### src/rtl/queue_sched_pkg.sv
// Shared definitions for the queue round-robin scheduler and ring arbiters.
package queue_sched_pkg;

  typedef enum logic {
    IDLE = 1'b0,
    XFER = 1'b1
  } state_t;

  localparam int unsigned CNT_W = 7;

  function automatic int unsigned clog2(input int unsigned n);
    int unsigned r;
    r = 0;
    while ((32'd1 << r) < n) r++;
    return r;
  endfunction

endpackage

### src/rtl/rr_pick.sv
// Rotating priority encoder: first set request strictly after ptr, wrapping modulo NQ.
module rr_pick #(
  parameter int unsigned NQ = 4,
  parameter int unsigned PW = 2
) (
  input  logic [NQ-1:0] req,
  input  logic [PW-1:0] ptr,
  output logic [PW-1:0] pick,
  output logic          any
);

  logic [PW-1:0] w_idx;
  logic          w_found;

  always_comb begin
    pick    = '0;
    w_idx   = '0;
    w_found = 1'b0;
    // Offset 1..NQ so the last winner is considered last.
    for (int unsigned k = 1; k <= NQ; k++) begin
      w_idx = PW'((32'(ptr) + k) % NQ);
      if (!w_found && req[w_idx]) begin
        pick    = w_idx;
        w_found = 1'b1;
      end
    end
  end

  assign any = |req;

endmodule

### src/rtl/queue_rr_sched.sv
// Round-robin read scheduler: grants one FWFT queue at a time and pops its
// words into a single registered valid/ready output stage.
module queue_rr_sched
  import queue_sched_pkg::*;
#(
  parameter int unsigned NQ       = 4,
  parameter int unsigned WIDTH    = 32,
  parameter int unsigned BURST    = 8,
  parameter int unsigned PKT_MODE = 0
) (
  input  logic                   clk,
  input  logic                   rst,
  input  logic [NQ-1:0]          q_empty,
  input  logic [NQ*WIDTH-1:0]    q_dout,
  output logic [NQ-1:0]          q_rd_en,
  output logic                   out_valid,
  input  logic                   out_ready,
  output logic [WIDTH-1:0]       out_data,
  output logic [clog2(NQ)-1:0]   out_src,
  output logic                   busy
);

  localparam int unsigned PW = clog2(NQ);

  state_t            r_state;
  state_t            w_state_nxt;
  logic [PW-1:0]     r_g;
  logic [PW-1:0]     r_ptr;
  logic [CNT_W-1:0]  r_cnt;
  logic              r_out_valid;
  logic [WIDTH-1:0]  r_out_data;
  logic [PW-1:0]     r_out_src;

  logic [NQ-1:0]     w_req;
  logic [PW-1:0]     w_pick;
  logic              w_any;
  logic [WIDTH-1:0]  w_words [NQ];
  logic [WIDTH-1:0]  w_head;
  logic              w_gempty;
  logic              w_pop;
  logic              w_last;
  logic              w_burst_end;

  for (genvar gi = 0; gi < NQ; gi++) begin : g_words
    assign w_words[gi] = q_dout[gi*WIDTH +: WIDTH];
  end

  assign w_req = ~q_empty;

  rr_pick #(
    .NQ (NQ),
    .PW (PW)
  ) u_pick (
    .req  (w_req),
    .ptr  (r_ptr),
    .pick (w_pick),
    .any  (w_any)
  );

  assign w_head      = w_words[r_g];
  assign w_gempty    = q_empty[r_g];
  assign w_last      = w_head[WIDTH-1];
  assign w_burst_end = (r_cnt == CNT_W'(BURST - 1));
  // A full output register with no accept blocks the pop, so nothing is lost.
  assign w_pop       = ~rst & (r_state == XFER) & ~w_gempty & (~r_out_valid | out_ready);

  always_comb begin
    q_rd_en = '0;
    if (w_pop) q_rd_en[r_g] = 1'b1;
  end

  always_ff @(posedge clk) begin
    if (rst) r_state <= IDLE;
    else     r_state <= w_state_nxt;
  end

  always_comb begin
    w_state_nxt = r_state;
    case (r_state)
      IDLE: if (w_any) w_state_nxt = XFER;
      XFER: begin
        if (PKT_MODE != 0) begin
          if (w_pop && w_last) w_state_nxt = IDLE;
        end else begin
          if (w_pop && w_burst_end)    w_state_nxt = IDLE;
          else if (!w_pop && w_gempty) w_state_nxt = IDLE;
        end
      end
      default: w_state_nxt = IDLE;
    endcase
  end

  always_ff @(posedge clk) begin
    if (rst) begin
      r_ptr       <= PW'(NQ - 1);
      r_g         <= '0;
      r_cnt       <= '0;
      r_out_valid <= 1'b0;
      r_out_data  <= '0;
      r_out_src   <= '0;
    end else begin
      if (r_state == IDLE) begin
        if (w_any) begin
          r_g   <= w_pick;
          r_ptr <= w_pick;
        end
        r_cnt <= '0;
      end else if (w_pop) begin
        r_cnt <= r_cnt + CNT_W'(1);
      end

      if (w_pop) begin
        r_out_data  <= w_head;
        r_out_src   <= r_g;
        r_out_valid <= 1'b1;
      end else if (r_out_valid && out_ready) begin
        r_out_valid <= 1'b0;
      end
    end
  end

  assign out_valid = r_out_valid;
  assign out_data  = r_out_data;
  assign out_src   = r_out_src;
  assign busy      = (r_state == XFER);

endmodule

### config.mk
export PLATFORM = sky130hd
export DESIGN_NAME = queue_rr_sched
export DESIGN_NICKNAME = d
export VERILOG_FILES = /design/src/rtl/queue_sched_pkg.sv /design/src/rtl/rr_pick.sv /design/src/rtl/queue_rr_sched.sv
export SDC_FILE = /design/constraint.sdc
export NUM_CORES = 1
export LEC_CHECK = 0
export CAP_MARGIN = 20
export CORE_MARGIN = 5
export CORE_UTILIZATION = 30
export CTS_CLUSTER_DIAMETER = 150
export CTS_CLUSTER_SIZE = 24
export DETAILED_ROUTE_END_ITERATION = 8
export PLACE_DENSITY = 0.68
export SLEW_MARGIN = 20
export SYNTH_ARGS = -nofsm -noshare
export SYNTH_HDL_FRONTEND = slang
export SYNTH_SLANG_ARGS = --single-unit
### constraint.sdc
create_clock -name clk -period 3.12 [get_ports clk]
set_input_delay 0.468 -clock clk [delete_from_list [all_inputs] [get_ports clk]]
set_output_delay 0.468 -clock clk [all_outputs]
set_load 0.02 [all_outputs]
==> Word-level counts from Yosys, hierarchy flattened <==
Index checks and enable logic that the tools add are counted.
{ "totals": {"word_cells": 74, "input_bits": 135, "reg_bits": 47, "output_inout_bits": 40} }
{ "op_classes": {"addsub": 5, "n_mux": 29, "bitwise_logic": 10, "order_cmp": 7, "reduce_logical": 15, "n_eq_ne": 1} }
{ "op_table": {"columns": ["cell", "n"], "rows": [
  ["$bmux W32 S2", 1],
  ["$mux W32", 2],
  ["$lt A2 B3 Y1 const B", 5],
  ["$mux W1", 14],
  ["$bmux W1 S2", 5],
  ["$mux W2", 4],
  ["$add A7 B1 Y7 const B", 1],
  ["$eq A7 B3 Y1 const B", 1],
  ["$logic_and A1 B1 Y1", 7],
  ["$add A2 B1 Y2 const B", 2],
  ["$add A2 B2 Y2 const B", 2],
  ["$logic_not A1 Y1", 4],
  ["$mux W4", 1],
  ["$not A1 Y1", 4],
  ["$not A4 Y4", 1],
  ["$reduce_or A4 Y1", 1],
  ["$and A1 B1 Y1", 3],
  ["$ge A3 B3 Y1 const B", 1],
  ["$not A2 Y3", 1],
  ["$demux W1 S2", 1],
  ["$ge A2 B1 Y1 const B", 1],
  ["$pmux W1 S2", 1],
  ["$reduce_and A2 Y1", 1],
  ["$reduce_bool A2 Y1", 1],
  ["2 further kinds", 2]
]} }

==> Depth between registers and ports, before layout <==
Gate-level depths: netlist of run 1.
{ "logic_depth": {"depth_word": 13, "depth_mapped": 6, "depth_no_buf": 4} }

==> Hierarchy <==
From an unflattened synthesis of run 1, not the netlist that was laid out.
{ "hier_totals": {"cells_unflattened": 288, "area_unflattened_um2": 2753.9} }
{ "modules_own_cells": {"columns": ["mod", "seq_area_each_um2", "cells_each", "instances", "area_each_um2"], "rows": [
  ["queue_rr_sched", 940.9, 274, 1, 2672.6],
  ["rr_pick", 0.0, 14, 1, 81.3]
]} }

==> Worst setup path before layout of run 1 <==
OpenSTA, ideal clock, no wires.
{ "synth_timing": {"kind": "input port to output port", "start": "in rst", "end": "out q_rd_en[0]", "required_time_ns": 2.652, "n_path_buf": 1, "stages": 4, "path_slack_ns": 0.900, "t_arrival_ns": 1.752, "path_cell_list": "clkbuf_1 or3b_4 or2_2 nor3_1"} }
{ "synth_via": {"elab_chain_len": 5} }
{ "synth_lines": {"columns": ["item", "line", "rtl"], "rows": [
  ["from (decl)", "queue_rr_sched.sv:12", "input logic rst,"],
  ["$not A1 Y1", "queue_rr_sched.sv:65", "assign w_pop = ~rst & (r_state == XFER) & ~w_gempty & (~r_out_valid | out_ready);"],
  ["$and A1 B1 Y1 (3 in series)", "queue_rr_sched.sv:65", null],
  ["$mux W4", "queue_rr_sched.sv:69", "if (w_pop) q_rd_en[r_g] = 1'b1;"],
  ["to (decl)", "queue_rr_sched.sv:15", "output logic [NQ-1:0] q_rd_en,"]
]} }
Every way passes these cells.

==> Worst setup path after layout of run 1 <==
{ "layout_timing": {"start": "in q_empty[2]", "end": "out q_rd_en[2]"} }
{ "layout_via": {"elab_chain_len": 6} }
{ "layout_lines": {"columns": ["item", "line", "rtl"], "rows": [
  ["from (decl)", "queue_rr_sched.sv:13", "input logic [NQ-1:0] q_empty,"],
  ["$bmux W1 S2", "queue_rr_sched.sv:61", "assign w_gempty = q_empty[r_g];"],
  ["$mux W1 (implied by the code)", "queue_rr_sched.sv:61", null],
  ["$not A1 Y1", "queue_rr_sched.sv:65", null],
  ["$and A1 B1 Y1 (2 in series)", "queue_rr_sched.sv:65", null],
  ["$mux W4", "queue_rr_sched.sv:69", null]
]} }
Every way passes these cells. The select of a mux whose other input is x is not followed.

==> metrics.txt, run 1 <==
status=complete, no violations; largest family of logic cells by synthesized area=multiplexers; Hold Buf Count CTS=0; boundary pin count=approximately 180; initial antenna violation count=0; area of the core=between 9000 and 10000 um2; hold path depth=2; ys async rst share=0%; Leakage=roughly 1.6 nW; area share of and/or/nand/nor cells after synthesis=between 10% and 20%; global-route wire length before repair=roughly 15000 um; CTS root buf=clkbuf_8; DP Cell Count=550; skew final=~11 ps; multiplexer share of the synthesized area=about 27%; Die Width=roughly 110 um; buffers from clock root to sink, at most=2; # setup viols final=0; largest net degree at the start of global routing=46; post-synthesis compound-gate area fraction=19.0%; Unique masters post-synth=42; dpl cell area=between 4000 and 5000 um2; vias per inst=roughly 5.3; crit path kind=primary input to output pin; HP Class=flip-flop to flip-flop; vias in the first global route=between 3000 and 4000; final core occ=about half; Power Density=slightly below 400 nW/um2; Initial Util=a little under a third; synthesized area=2790 um2; global route overflow=0; cell count after synthesis=about 280; Crit. End Element=output pin; Skew-Pair Late Insertion Delay=300 ps; final hold violation count=0; TritonCTS clock tree=yes; post-CTS resize count=0; commonest non-fill, non-tap cell in the layout=clkdlybuf4s50_1; setup TNS=0 ps; Final Power=between 1.5 and 2 mW; DRT Wirelength=about 9400 um; Setup crit start kind=primary input; layout cell share with drive strength beyond 1=~14%; hold_ws=roughly 480 ps; cts bufs inserted=5; Area Growth Syn to Fin=70.5%; fin area=4750 um2; H-tree depth=2; register clock-pin slew on the reported worst setup and hold paths=90 ps; commonest non-fill, non-tap cells in the layout=clkdlybuf4s50_1, dfxtp_1, a21oi_1, nand3_1, o21ai_0; worst vdd ir=around 0.00017 V; post-synth net total=between 400 and 500; sequential area share after synthesis=around a third; Die Y=106 um; Nets=about 580; full die area=11300 um2; ANT cells=0; Synth Area in XOR/XNOR=0%; DR WL/cell=16.8 um; Required @ worst endpoint=between 2000 and 3000 ps; FF-to-FF path depth=4; Final period util=between 80 and 90%; synthesized-area fraction occupied by adder cells=less than 1%; Final min period=approximately 2800 ps; Setup WS post-layout=about 330 ps; Final Max Tran Viols=0; worst slew pin tran=653 ps; RSZ-0062 raised after global routing=false; Via Count=between 2000 and 3000; Worst Path Max Fanout=3; Sink Count=47; dpl ws=314 ps; Non-Filler Instances=between 500 and 600; syn_area_per_cell=between 9 and 10 um2; gr usage total=between 10% and 20%; row cnt=35; GPL Wtd Cong=0.754; PortBufs=approximately 170; DR pass1 iterations=4; Rel. slew slack=56.5%; DPL Wire Length=between 7000 and 8000 um; Fmax=0.358 GHz; Crit path arrival time=2330 ps; # Post-CTS Setup Buffers=0; Max-Cap Viols=0; Detailed Route Iter0 Violations=about 120; Synth Flop Type=dfxtp_1; Post-synth EDFFs=0; yosys warns=0; remaining routing DRC violations=0; Seq cells post-synth=between 40 and 50; final antenna-violating net count=0
[final timing paths]
kind                                 start                       end  slack (ps)
setup reg to reg           busy$_SDFF_PP0_     r_cnt[6]$_SDFFE_PP0P_        1070
hold reg to reg   out_data[5]$_SDFFE_PP0P_  out_data[5]$_SDFFE_PP0P_         480
hold / removal    out_data[5]$_SDFFE_PP0P_  out_data[5]$_SDFFE_PP0P_         480
setup / recovery                q_empty[2]                q_rd_en[2]         330
[per-layer routing]
metal / share of wire (%) / routed length (um) / GRT usage (%) / vias to the layer above
met1: 39 / 3640 / 18.6 / 1406
met4: 1.9 / 176 / 4.35 / 0
met2: 53 / 4930 / 30.1 / 99
met5: 0 / 0 / 0 / -
li1: - / - / - / 1426
met3: 6.8 / 634 / 5.04 / 14
[power breakdown]
group | internal [mW] | switching (mW) | leakage [nW] | total, mW
Combinational | 0.423 | 0.304 | 1.12 | 0.727
Sequential | 0.648 | 0.0340 | 0.382 | 0.682
Clock | 0.259 | 0.202 | 0.0612 | 0.461
[final cells by class]
class	count	area, um2
well taps	111	139
clock buffers	6	82.6
clock inverters	2	35.0
repair buffers	185	1820
multi-input cells	205	1720
inverters	2	7.51
flip-flops and latches	47	943
fillers	866	4400
[flip-flops by register name, indices dropped and copies added, names as in the netlist]
name and count:
out_data 32, r_cnt 7, out_src 2, out_valid 1, r_g 2, busy 1
r_ptr 2
[kinds of logic (layout without fill, tap and decap cells)]
logic type,count (synthesis),in the layout
multiplexers,36,36
AND/OR/NAND/NOR,75,75
flip-flops,47,47
adder cells (fa/ha/maj),1,1
buffers and inverters,31,195
AO/OA/AOI/OAI,93,93
[critical path, stage by stage]
cell,delay (ps)
clkdlybuf4s50_1,420
mux2_2,320
or2_2,320
nor3_1,170
clkdlybuf4s50_1,630
[synth_stat cells, types with 2 or more instances]
cell type	n	area, um2
dfxtp_1	47	941
a21oi_1	40	200
nand3_1	38	190
o21ai_0	36	180
mux4_2	32	721
clkbuf_1	21	78.8
buf_2	7	35.0
nand2_1	7	26.3
nor2_1	6	22.5
nand2b_1	4	25.0
o31ai_1	4	30.0
nor3_1	3	15.0
or4_1	3	22.5
inv_1	2	7.51
mux2_2	2	22.5
mux2i_1	2	20.0
nor2b_1	2	12.5
o211ai_1	2	15.0
or2_2	2	12.5
Note: power is estimated with default switching activity, not from simulation.
==> run 2: changes to the inputs <==
--- a/config.mk
+++ b/config.mk
@@ -11,7 +11,10 @@
 export CTS_CLUSTER_DIAMETER = 150
 export CTS_CLUSTER_SIZE = 24
 export DETAILED_ROUTE_END_ITERATION = 8
+export GPL_TIMING_DRIVEN = 0
+export MAX_ROUTING_LAYER = met4
 export PLACE_DENSITY = 0.68
+export SKIP_CTS_REPAIR_TIMING = 1
 export SLEW_MARGIN = 20
 export SYNTH_ARGS = -nofsm -noshare
 export SYNTH_HDL_FRONTEND = slang
==> run 2 against run 1 <==
Final cell count is 2.9% higher; combinational power up 2%; critical path depth unchanged; routed wire length is 5.0% higher.
==> metrics.txt, run 2 (synthesis gave the netlist of run 1 again) <==
Max-Cap Viols=0 (unchanged); crit path kind=primary input to output pin; Die Width=106 um (unchanged); Area Growth Syn to Fin=70.5% (unchanged); buffers from clock root to sink, at most=2 (unchanged); DR pass1 iterations=4 (unchanged); fill count=872 (+0.69%); final hold violation count=0 (unchanged); Sink Count=47 (unchanged); boundary pin count=175 (unchanged); dpl ws=-184 ps (-498 ps); row cnt=35 (unchanged); GPL Wtd Cong=0.780 (+3.5%); Rel. slew slack=61.3% (+4.8 points); Crit. End Element=output pin; DRT Wirelength=9860 um (+5.0%); Worst Path Max Fanout=8 (+5); Final Max Tran Viols=0 (unchanged); Fmax=0.339 GHz (-5.3%); Via Count=3025 (+2.7%); cts bufs inserted=5 (unchanged); vias per inst=5.27 (-0.15%); initial antenna violation count=0 (unchanged); worst path buffer plus inverter count=2 (unchanged); fin area=4750 um2 (unchanged); Final min period=2950 ps (+155 ps); remaining routing DRC violations=0 (unchanged); gr usage total=17.9% (+1.3 points); Non-Filler Instances=574 (+2.9%); Power Density=384 nW/um2 (-2.5%); commonest non-fill, non-tap cell in the layout=clkdlybuf4s50_1; DR WL/cell=17.2 um (+2.1%); status=complete, no violations; Critical-path top delay cell=clkdlybuf4s50_1; FF-to-FF path depth=5 (+1); ANT cells=0 (unchanged); vias in the first global route=3169 (+0.51%); worst vdd ir=0.000184 V (+7.6%); Die Y=106 um (unchanged); CP peak stage delay=630 ps (about the same); WP depth=5 (unchanged); Final Power=1.82 mW (-2.5%); H-tree depth=2 (unchanged); layout cell share with drive strength beyond 1=12.3% (-1.8 points); commonest non-fill, non-tap cells in the layout=clkdlybuf4s50_1, dfxtp_1, a21oi_1, nand3_1, o21ai_0; Setup WS post-layout=170 ps (-155 ps); full die area=11300 um2 (unchanged); RSZ-0062 raised after global routing=false; skew final=6.05 ps (-5.32 ps); Required @ worst endpoint=2650 ps (about the same); hold path depth=2 (unchanged); dpl cell area=4650 um2 (+0.32%); TritonCTS clock tree=yes; Crit path arrival time=2480 ps (+150 ps); # setup viols final=0 (unchanged); Setup crit start kind=primary input; final antenna-violating net count=0 (unchanged); global-route wire length before repair=15600 um (+3.2%); PortBufs=172 (-1.1%); largest net degree at the start of global routing=14 (-70%); most used cell, CP=clkdlybuf4s50_1; area of the multi-input gates=1710 um2 (-0.58%); Largest register FFs=32 (unchanged); Initial Util=30.4% (unchanged); HP Class=flip-flop to flip-flop; DPL Wire Length=8160 um (+13%); register clock-pin slew on the reported worst setup and hold paths=90 ps (about the same); CTS root buf=clkbuf_8; Leakage=1.56 nW (-0.15%); Final period util=94.6% (+5.0 points); Skew-Pair Late Insertion Delay=290 ps (about the same); cell family with the largest share of critical-path delay=buffers and inverters; FF/Latch Area=941 um2 (-0.27%); area of the core=9150 um2 (unchanged); DP Cell Count=566 (+2.9%); worst slew pin tran=581 ps (-71.6 ps); Nets=598 (+2.7%); Detailed Route Iter0 Violations=105 (-13%); global route overflow=0 (unchanged); ordered list of cells on the worst path=clkdlybuf4s50_1, mux2_2, or2_2, nor3_1, clkdlybuf4s50_1
-- run 2: changes by cell type in the layout (fill, tap and decap cells not counted), moves of 2 or more --
cell,before,now
clkbuf_1,0,20
buf_4,11,0
buf_2,1,7
clkbuf_2,0,2
dfxtp_1,45,47
dfxtp_2,2,0
-- run 2: report_power, final --
part / internal (mW) / leakage (nW) / switching (mW)
logic: 0.427 / 1.13 / 0.316
registers: 0.647 / 0.382 / 0.0348
clock network: 0.202 / 0.0515 / 0.196
total: 1.28 / 1.56 / 0.546
-- run 2: stage by stage --
step | utilization, % | setup TNS (ps) | hold WS [ps]
2_1_floorplan | - | 0 | 451
3_3_place_gp | 50.8 | -387 | 460
3_5_place_dp | 50.8 | -361 | 467
4_1_cts | 51.9 | -359 | 478
5_1_grt | 51.9 | 0 | 496
6_report | 51.9 | 0 | 475
-- run 2: worst reg2reg max path, cell delays in order, from the launching register on --
cell and delay, ps:
dfxtp_1 510, or3b_4 450, o22ai_2 360, clkbuf_1 430, nand3_1 130, a21oi_1 150
-- run 2: layout make-up --
cell class	count	area share, %
Buffer	29	2.69
Tap cell	111	2.92
Sequential cell	47	19.8
Inverter	2	0.158
Multi-Input combinational cell	205	36.0
Timing Repair Buffer	172	36.3
Clock buffer	8	2.11
-- run 2: final timing paths --
path | startpoint | to | slack, ps
worst max-delay path | q_empty[3] | q_rd_en[2] | 170
worst min-delay path | out_data[18]$_SDFFE_PP0P_ | out_data[18]$_SDFFE_PP0P_ | 480
worst max register to register | busy$_SDFF_PP0_ | out_data[13]$_SDFFE_PP0P_ | 1030
worst min register to register | out_data[18]$_SDFFE_PP0P_ | out_data[18]$_SDFFE_PP0P_ | 480
-- run 2: per-layer routing --
layer,track usage (%),part of all wire (%),routed length [um],up-vias
li1,-,-,-,1458
met5,-,0,0,-
met1,19.9,38,3790,1440
met4,4.53,1.6,158,0
met3,3.95,6.0,587,12
met2,32.4,54,5320,115
